<file path="config.mk">
export PLATFORM = sky130hd
export DESIGN_NAME = hscale_mac_sequencer
export DESIGN_NICKNAME = d
export VERILOG_FILES = /design/src/rtl/hscale_mac_sequencer.sv
export SDC_FILE = /design/constraint.sdc
export NUM_CORES = 1
export LEC_CHECK = 0
export BUFFER_PORTS_ARGS = -buffer_cell sky130_fd_sc_hd__buf_2
export CAP_MARGIN = 30
export CELL_PAD_IN_SITES_DETAIL_PLACEMENT = 1
export CELL_PAD_IN_SITES_GLOBAL_PLACEMENT = 2
export CORE_UTILIZATION = 30
export CTS_BUF_LIST = sky130_fd_sc_hd__clkbuf_4 sky130_fd_sc_hd__clkbuf_8 sky130_fd_sc_hd__clkbuf_16
export DETAILED_ROUTE_END_ITERATION = 10
export GPL_TIMING_DRIVEN = 0
export PLACE_DENSITY = 0.78
export SLEW_MARGIN = 20
export SYNTH_ARGS = -nofsm -noshare
export SYNTH_HDL_FRONTEND = slang
export SYNTH_SLANG_ARGS = --single-unit
export TNS_END_PERCENT = 30
</file>
<file path="constraint.sdc">
create_clock -name CLK_i -period 3.6 [get_ports CLK_i]
set_input_delay 0.18 -clock CLK_i [delete_from_list [all_inputs] [get_ports CLK_i]]
set_output_delay 0.18 -clock CLK_i [all_outputs]
set_load 0.01 [all_outputs]
</file>
<file path="src/rtl/hscale_mac_sequencer.sv">
// Horizontal-scaler sequencer: walks a fixed-point phase across one input line and
// drives a 2-tap FIR MAC (window shift + coefficient pair) once per output pixel.
module hscale_mac_sequencer #(
  parameter int DATA_W    = 8,
  parameter int COEF_W    = 8,
  parameter int POST_REGS = 0
) (
  input  logic              CLK_i,
  input  logic              nRST_i,
  input  logic              start_i,
  input  logic [11:0]       line_len_i,
  input  logic [12:0]       step_i,
  input  logic              pix_valid_i,
  input  logic [DATA_W-1:0] pix_i,
  output logic              pix_ready_o,
  output logic [1:0]        inopcode_o,
  output logic [1:0]        calcopcode_o,
  output logic [DATA_W-1:0] data_a0_o,
  output logic [COEF_W-1:0] coef_b0_o,
  output logic [COEF_W-1:0] coef_b1_o,
  output logic              mac_valid_o,
  output logic              busy_o,
  output logic              line_done_o
);

  localparam int         TOK_W     = 2 + POST_REGS;
  localparam logic [1:0] OP_NOP    = 2'b00;
  localparam logic [1:0] OP_SHIFT  = 2'b10;
  localparam logic [1:0] CALC_NORM = 2'b00;
  localparam logic [1:0] CALC_BYP  = 2'b10;

  typedef enum logic [1:0] {
    S_IDLE  = 2'd0,
    S_PRIME = 2'd1,
    S_RUN   = 2'd2,
    S_DRAIN = 2'd3
  } state_t;

  state_t            state_r, state_s;
  logic [11:0]       phase_r, phase_s;
  logic [11:0]       out_cnt_r, out_cnt_s;
  logic [11:0]       len_r, len_s;
  logic [12:0]       step_r, step_s;
  logic [12:0]       sum_s;
  logic              adv_r, adv_s;
  logic              prime_cnt_r, prime_cnt_s;
  logic              issue_r, issue_s;
  logic [TOK_W-1:0]  tok_r;
  logic              accept_s, ready_s, done_s, empty_s;
  logic [1:0]        inop_s, calcop_s;
  logic [DATA_W-1:0] a0_s;
  logic [COEF_W-1:0] b0_s, b1_s, frac_s;

  // Next-state, phase accumulation and next drive-cycle contents.
  always_comb begin
    state_s     = state_r;
    phase_s     = phase_r;
    out_cnt_s   = out_cnt_r;
    len_s       = len_r;
    step_s      = step_r;
    adv_s       = adv_r;
    prime_cnt_s = prime_cnt_r;
    issue_s     = 1'b0;
    inop_s      = OP_NOP;
    calcop_s    = CALC_NORM;
    a0_s        = '0;
    b0_s        = '0;
    b1_s        = '0;
    accept_s    = pix_ready_o && pix_valid_i;
    frac_s      = phase_r[11 -: COEF_W];
    sum_s       = {1'b0, phase_r} + step_r;
    case (state_r)
      S_IDLE: begin
        if (start_i) begin
          len_s       = line_len_i;
          step_s      = (step_i > 13'h1000) ? 13'h1000 : step_i;
          phase_s     = '0;
          out_cnt_s   = '0;
          adv_s       = 1'b0;
          prime_cnt_s = 1'b0;
          state_s     = (line_len_i == 12'd0) ? S_DRAIN : S_PRIME;
        end else begin
          state_s = S_IDLE;
        end
      end
      S_PRIME: begin
        if (accept_s) begin
          inop_s      = OP_SHIFT;
          a0_s        = pix_i;
          prime_cnt_s = 1'b1;
          state_s     = prime_cnt_r ? S_RUN : S_PRIME;
        end else begin
          state_s = S_PRIME;
        end
      end
      S_RUN: begin
        // With adv pending the issue must carry the next pixel, so it waits for one.
        if (!adv_r || accept_s) begin
          issue_s = 1'b1;
          if (adv_r) begin
            inop_s = OP_SHIFT;
            a0_s   = pix_i;
          end else begin
            inop_s = OP_NOP;
          end
          if (frac_s == '0) begin
            calcop_s = CALC_BYP;
          end else begin
            b0_s = frac_s;
            b1_s = {COEF_W{1'b0}} - frac_s;
          end
          phase_s   = sum_s[11:0];
          adv_s     = sum_s[12];
          out_cnt_s = out_cnt_r + 12'd1;
          state_s   = (out_cnt_s == len_r) ? S_DRAIN : S_RUN;
        end else begin
          state_s = S_RUN;
        end
      end
      S_DRAIN: begin
        if (line_done_o) begin
          state_s = S_IDLE;
        end else begin
          state_s = S_DRAIN;
        end
      end
      default: state_s = S_IDLE;
    endcase
    // Look one cycle ahead so line_done_o is registered yet lands right after the last result.
    empty_s = !issue_s && !issue_r && (tok_r == '0);
    done_s  = (state_s == S_DRAIN) && empty_s;
    ready_s = (state_s == S_PRIME) || ((state_s == S_RUN) && adv_s);
  end

  // State, line context, token pipeline and registered outputs.
  always_ff @(posedge CLK_i or negedge nRST_i) begin
    if (!nRST_i) begin
      state_r      <= S_IDLE;
      phase_r      <= '0;
      out_cnt_r    <= '0;
      len_r        <= '0;
      step_r       <= '0;
      adv_r        <= 1'b0;
      prime_cnt_r  <= 1'b0;
      issue_r      <= 1'b0;
      tok_r        <= '0;
      pix_ready_o  <= 1'b0;
      inopcode_o   <= OP_NOP;
      calcopcode_o <= CALC_NORM;
      data_a0_o    <= '0;
      coef_b0_o    <= '0;
      coef_b1_o    <= '0;
      mac_valid_o  <= 1'b0;
      busy_o       <= 1'b0;
      line_done_o  <= 1'b0;
    end else begin
      state_r      <= state_s;
      phase_r      <= phase_s;
      out_cnt_r    <= out_cnt_s;
      len_r        <= len_s;
      step_r       <= step_s;
      adv_r        <= adv_s;
      prime_cnt_r  <= prime_cnt_s;
      issue_r      <= issue_s;
      tok_r        <= {tok_r[TOK_W-2:0], issue_r};
      pix_ready_o  <= ready_s;
      inopcode_o   <= inop_s;
      calcopcode_o <= calcop_s;
      data_a0_o    <= a0_s;
      coef_b0_o    <= b0_s;
      coef_b1_o    <= b1_s;
      mac_valid_o  <= tok_r[TOK_W-1];
      busy_o       <= (state_s != S_IDLE);
      line_done_o  <= done_s;
    end
  end

endmodule

</file>
Word level (Yosys, flattened, before mapping)
Index checks and enable logic that the tools add are counted.
Widths: inputs -> output; s select.
Cells by class
  multiplexer cells: 39
  add/subtract/negate cells: 3
  equal/unequal tests: 10
  reduce and logical (&&, ||, !) cells: 20
  magnitude comparators: 1
Operators by type and width (number)
  $mux 8: 9
  $pmux 12 s2: 2
  $mux 12: 3
  $mux 2: 11
  $pmux 8 s2: 1
  $add 12x13->13: 1
  $gt 13x13->1 const B: 1
  $mux 13: 1
  $add 12x1->12 const B: 1
  $eq 12x12->1: 1
  $logic_not 12->1: 1
  $eq 2x2->1 const B: 4
  $logic_not 8->1: 1
  $mux 1: 8
  $pmux 2 s4: 1
  $sub 1x8->8 const A: 1
  $ne 2x2->1 const B: 3
  $reduce_and 3->1: 2
  $reduce_bool 2->1: 3
  $logic_and 1x1->1: 5
  $eq 2x1->1 const B: 2
  $logic_not 2->1: 2
  $pmux 1 s2: 2
  $pmux 2 s2: 1
  3 further kinds: 6
Storage, ports and cells
  flip-flop bits (word level): 88
  logic and storage cells: 91
  output and inout port bits: 32
  bits of input ports: 37

Longest topological paths before layout
  depth in word-level cells: 8
  mapped depth: 10
  mapped depth without buffers: 10

Worst setup path after synthesis
Ideal clock, no wire load.
  path type: register to register
  start: reg phase_r[0]
  end: reg pix_ready_o
  clock period less this slack: 2.533 ns
  cell stages (with the launch flop): 11
  setup time: 0.065 ns
  buffers on the path: 0
  setup slack: 1.067 ns
  required time: 3.535 ns
  arrival time: 2.468 ns
  path through: dfrtp_1 > ha_1 > inv_1 > fa_1 > nor2b_1 > o2111ai_1 > a21boi_1 > o21ai_0 > or4b_2 > a31oi_1 > mux2_4
On the way
  cells in the longest elaborated chain, start to end: 5
Ends and longest elaborated chain
  from (decl): RTL line 40  | logic [11:0] phase_r, phase_s;
  from (signal assigned): RTL line 158  | phase_r <= phase_s;
  $add 12x13->13: RTL line 71  | sum_s = {1'b0, phase_r} + step_r;
  $mux 1: RTL line 98  | if (!adv_r || accept_s) begin
  $pmux 1 s2: RTL line 72  | case (state_r)
  $logic_and 1x1->1: RTL line 132  | ready_s = (state_s == S_PRIME) || ((state_s == S_RUN) && adv_s);
  $logic_or 1x1->1: RTL line 132
  named net ready_s: RTL line 49  | logic accept_s, ready_s, done_s, empty_s;
  to (signal assigned): RTL line 166  | pix_ready_o <= ready_s;
  to (decl): RTL line 15  | output logic pix_ready_o,
The timed path passes the listed nets, and every way through them passes these cells.
A chain may end at the register's enable or synchronous reset.

Worst setup path in the final report
  start: reg step_r[0]
  end: reg pix_ready_o
On the way
  cells in the longest elaborated chain, start to end: 5
Ends and longest elaborated chain
  from (decl): RTL line 43  | logic [12:0] step_r, step_s;
  from (signal assigned): RTL line 161  | step_r <= step_s;
  $add 12x13->13: RTL line 71
  $mux 1: RTL line 98
  $pmux 1 s2: RTL line 72
  $logic_and 1x1->1: RTL line 132
  $logic_or 1x1->1: RTL line 132
  named net ready_s: RTL line 49
The timed path passes the listed nets, and every way through them passes these cells.

==> flow_summary.ini <==
[timing]
worst_pin_slew_ns = 0.856
fin_setup_tns_ns = 0
finalHoldViolations = 0
final.setup.worst_slack_ns = 0.766
finalMaxSlewViolations = 0
fmax_ghz = 0.353
period_share_pct = 78.7
fin_crit_ns = 2.83
rsz0062_at_grt = no
setup_viol = 0
finClkSkew_ns = 0.00570
slew_headroom_pct = 42.8

[clock_tree]
clock_latency_ns = 0.34
numCtsBuffers = 9
cts_setup_buffers = 0
cts_resized = 0
cts_buffer_depth = 2
cts_tree = built
clock_sinks = 85
cts.clk_slew.worst_paths_ns = 0.06
root_buffer = clkbuf_16
htreeDepth = 3
hold_buffers = 1

[worst_setup_path]
crit_required_ns = 3.88
crit_chain = ha_1 > inv_1 > fa_1 > nor2b_1 > o2111ai_1 > a21boi_1 > o21ai_0 > or4b_2 > a31oi_1 > mux2_4
rr_startpoint = step_r[0]
rrSetupSlack_ns = 0.77
path_class = register to register
cp_max_fo = 4
end_kind = register
crit_path_max_incr_delay_ns = 0.67
path_buf_inv = 1
start_kind = register
ff2ff_path_depth = 10
reg2reg_to = pix_ready_o
slowest_stage = or4b_2
critical_path.top_delay_family = simple AND/OR/NAND/NOR gates
critPathArrivalTime_ns = 3.11

[synth]
ys_types = 55
synth-seq-cells = 85
synth_cells = 396
synth_area_mm2 = 0.00420
yosys.area.top_type = dfrtp_1
synth-main-ff-cell = dfrtp_1
synth_commonest_cells = 85 x dfrtp_1, 33 x nand2_1, 28 x nor2_1, 25 x o21ai_0, 18 x ha_1
ys_seq_area_share_pct = 50.7
synth.most_common_cell = dfrtp_1
synth_edf_count = 0
async_reset_ff_share_pct = 100
avgSynthCellArea_um2 = 10.6
synth_top_area_share_pct = 50.7
synthTopCellsByArea = dfrtp_1 51%, ha_1 5.4%, xnor2_1 3.5%
synth.yosys.warnings = 0

[routing]
ant_nets = 0
post-route-drc-count = 0
vias_per_cell = 4.90
drt_wl_total_um = 10000
dr.first_iter.drc_count = 94
vias = 3221
top_layer_used = met4
wl_met1_um = 4700
wire_per_inst_um = 15.2
dr.pass1.iters = 4
dr_wl_met2_um = 4770
wl_met3_um = 343

[run_status]
status = finished, final reports clean

[placement]
dpl-instance-area_mm2 = 0.00477
port_buffers = 66
place.gp.congestion = 0.832
preCtsSetupSlack_ns = 0.773
place_hpwl_um = 7660

[floorplanning]
die_y_um = 120
start_util_pct = 31.2
io_pins = 69
dieArea_mm2 = 0.0145
fp.dieW_um = 120
num_rows = 42
fp.coreArea_mm2 = 0.0135

[global_routing]
grt_pass1_vias = 3399
grt_pass1_wl_um = 16900
antenna_found_initial = 0
grt_overflow = 0
grt_usage_pct = 15.0
grt_max_degree = 44

[worst_hold_path]
min_to = data_a0_o[3]
hp-class = primary input to register
hold_depth = 2
hold_start = pix_i[3]

[power_and_ir_drop]
switching_power_w = 0.00125
powerDensity_mw_per_mm2 = 695
p_seq_share_pct = 39.3
leakagePower_nw = 2.43
clock_power_share_pct = 26.2
swShare_pct = 35.4
p_int_w = 0.00228
ir_drop_uv = 265
combPwrFrac_pct = 34.5

[finish]
fillers = 1567
final_layout_size_suffix_gt1_share_pct = 22.2
n_antenna_cell = 0
final_nets = 532
postLayoutCellArea_mm2 = 0.00508
area.growth.synth_to_final_pct = 21.1

[flow_run]
maxCapViolations = 0
-- cell usage in the layout, fill, tap and decap left out, types with 3 or more instances in the layout --
cell	count
dfrtp_1	85
buf_2	66
nand2_1	33
nor2_1	28
o21ai_0	25
ha_1	18
xnor2_1	17
and2_1	16
a21oi_1	13
mux2_2	13
a22o_1	13
clkbuf_1	12
xor2_1	12
inv_1	11
nand3_1	10
clkbuf_16	9
nor4_1	7
nand4_1	6
a31oi_1	6
a21o_1	5
nor3_1	5
nor3b_1	4
or3_1	4
nor2b_1	4
o21a_1	4
o31ai_1	4
buf_4	4
nand2b_1	3
-- per-stage QoR --
stage / hold slack, ns / power [W] / util [%] / std cells
finish: 0.0463 / 0.00353 / 37.8 / 657
global route: 0.0492 / 0.00378 / 37.8 / 657
CTS: 0.0411 / 0.00359 / 37.8 / 657
detailed placement: 0.214 / 0.00265 / 35.5 / 640
global placement: 0.355 / 0.00259 / 35.3 / 639
floorplan: -0.116 / 0.00225 / - / 397
-- flip-flops by register name, indices dropped and copies added (netlist names), 2 cells and up --
signal / count
tok_r: 2
state_r: 2
out_cnt_r: 12
len_r: 12
data_a0_o: 8
coef_b0_o: 7
phase_r: 12
coef_b1_o: 8
step_r: 13
-- routing by layer --
metal | GRT usage (%) | vias to the layer above
li1 | - | 1561
met5 | 0 | -
met1 | 19.9 | 1583
met2 | 24.9 | 63
met4 | 6.02 | 0
met3 | 1.89 | 14
-- power by group through the flow --
stage	Combinational [W]	Sequential, W	Clock (W)
floorplan	0.000887	0.00136	0
global placement	0.00119	0.00140	0
detailed placement	0.00123	0.00141	0
CTS	0.00124	0.00140	0.000951
global route	0.00137	0.00143	0.000982
finish	0.00122	0.00139	0.000925
-- logic make-up (layout without fill, tap and decap cells) --
family / after synthesis / count (layout) / synth area share [%]
compound gates: 82 / 82 / 12.9
xor+xnor: 30 / 30 / 6.44
fa+ha+maj: 19 / 19 / 5.84
buf+inv: 29 / 113 / 3.07
flops: 85 / 85 / 50.7
mux: 16 / 16 / 4.32
other cells: 1 / 2 / 0.0893
simple gates: 134 / 134 / 16.7
-- cell type report --
class	instances	area [um2]	share of cell area, %
Clock buffer	9	225	4.43
Tap cell	176	220	4.33
Clock inverter	7	73.8	1.45
Inverter	12	45.0	0.886
Multi-Input combinational cell	283	1950	38.3
Timing Repair Buffer	68	363	7.14
Sequential cell	85	2130	41.8
Buffer	17	83.8	1.65
-- how the worst max path moves through the flow --
stage	startpoint	end	slack, ns	cells past startpoint
CTS	step_r[0]	pix_ready_o	0.74	10
detailed placement	step_r[0]	pix_ready_o	0.77	10
global placement	state_r[0]	pix_ready_o	0.77	9
finish	step_r[0]	pix_ready_o	0.77	10
floorplan	phase_r[0]	pix_ready_o	1.07	10
global route	state_r[0]	pix_ready_o	0.50	9
-- worst register-to-register path: stages (launching register included) --
cell,delay (ns)
dfrtp_1,0.36
ha_1,0.17
inv_1,0.06
fa_1,0.41
nor2b_1,0.18
o2111ai_1,0.15
a21boi_1,0.23
o21ai_0,0.19
or4b_2,0.67
a31oi_1,0.19
mux2_4,0.16
Power figures use the tool's default switching activity.
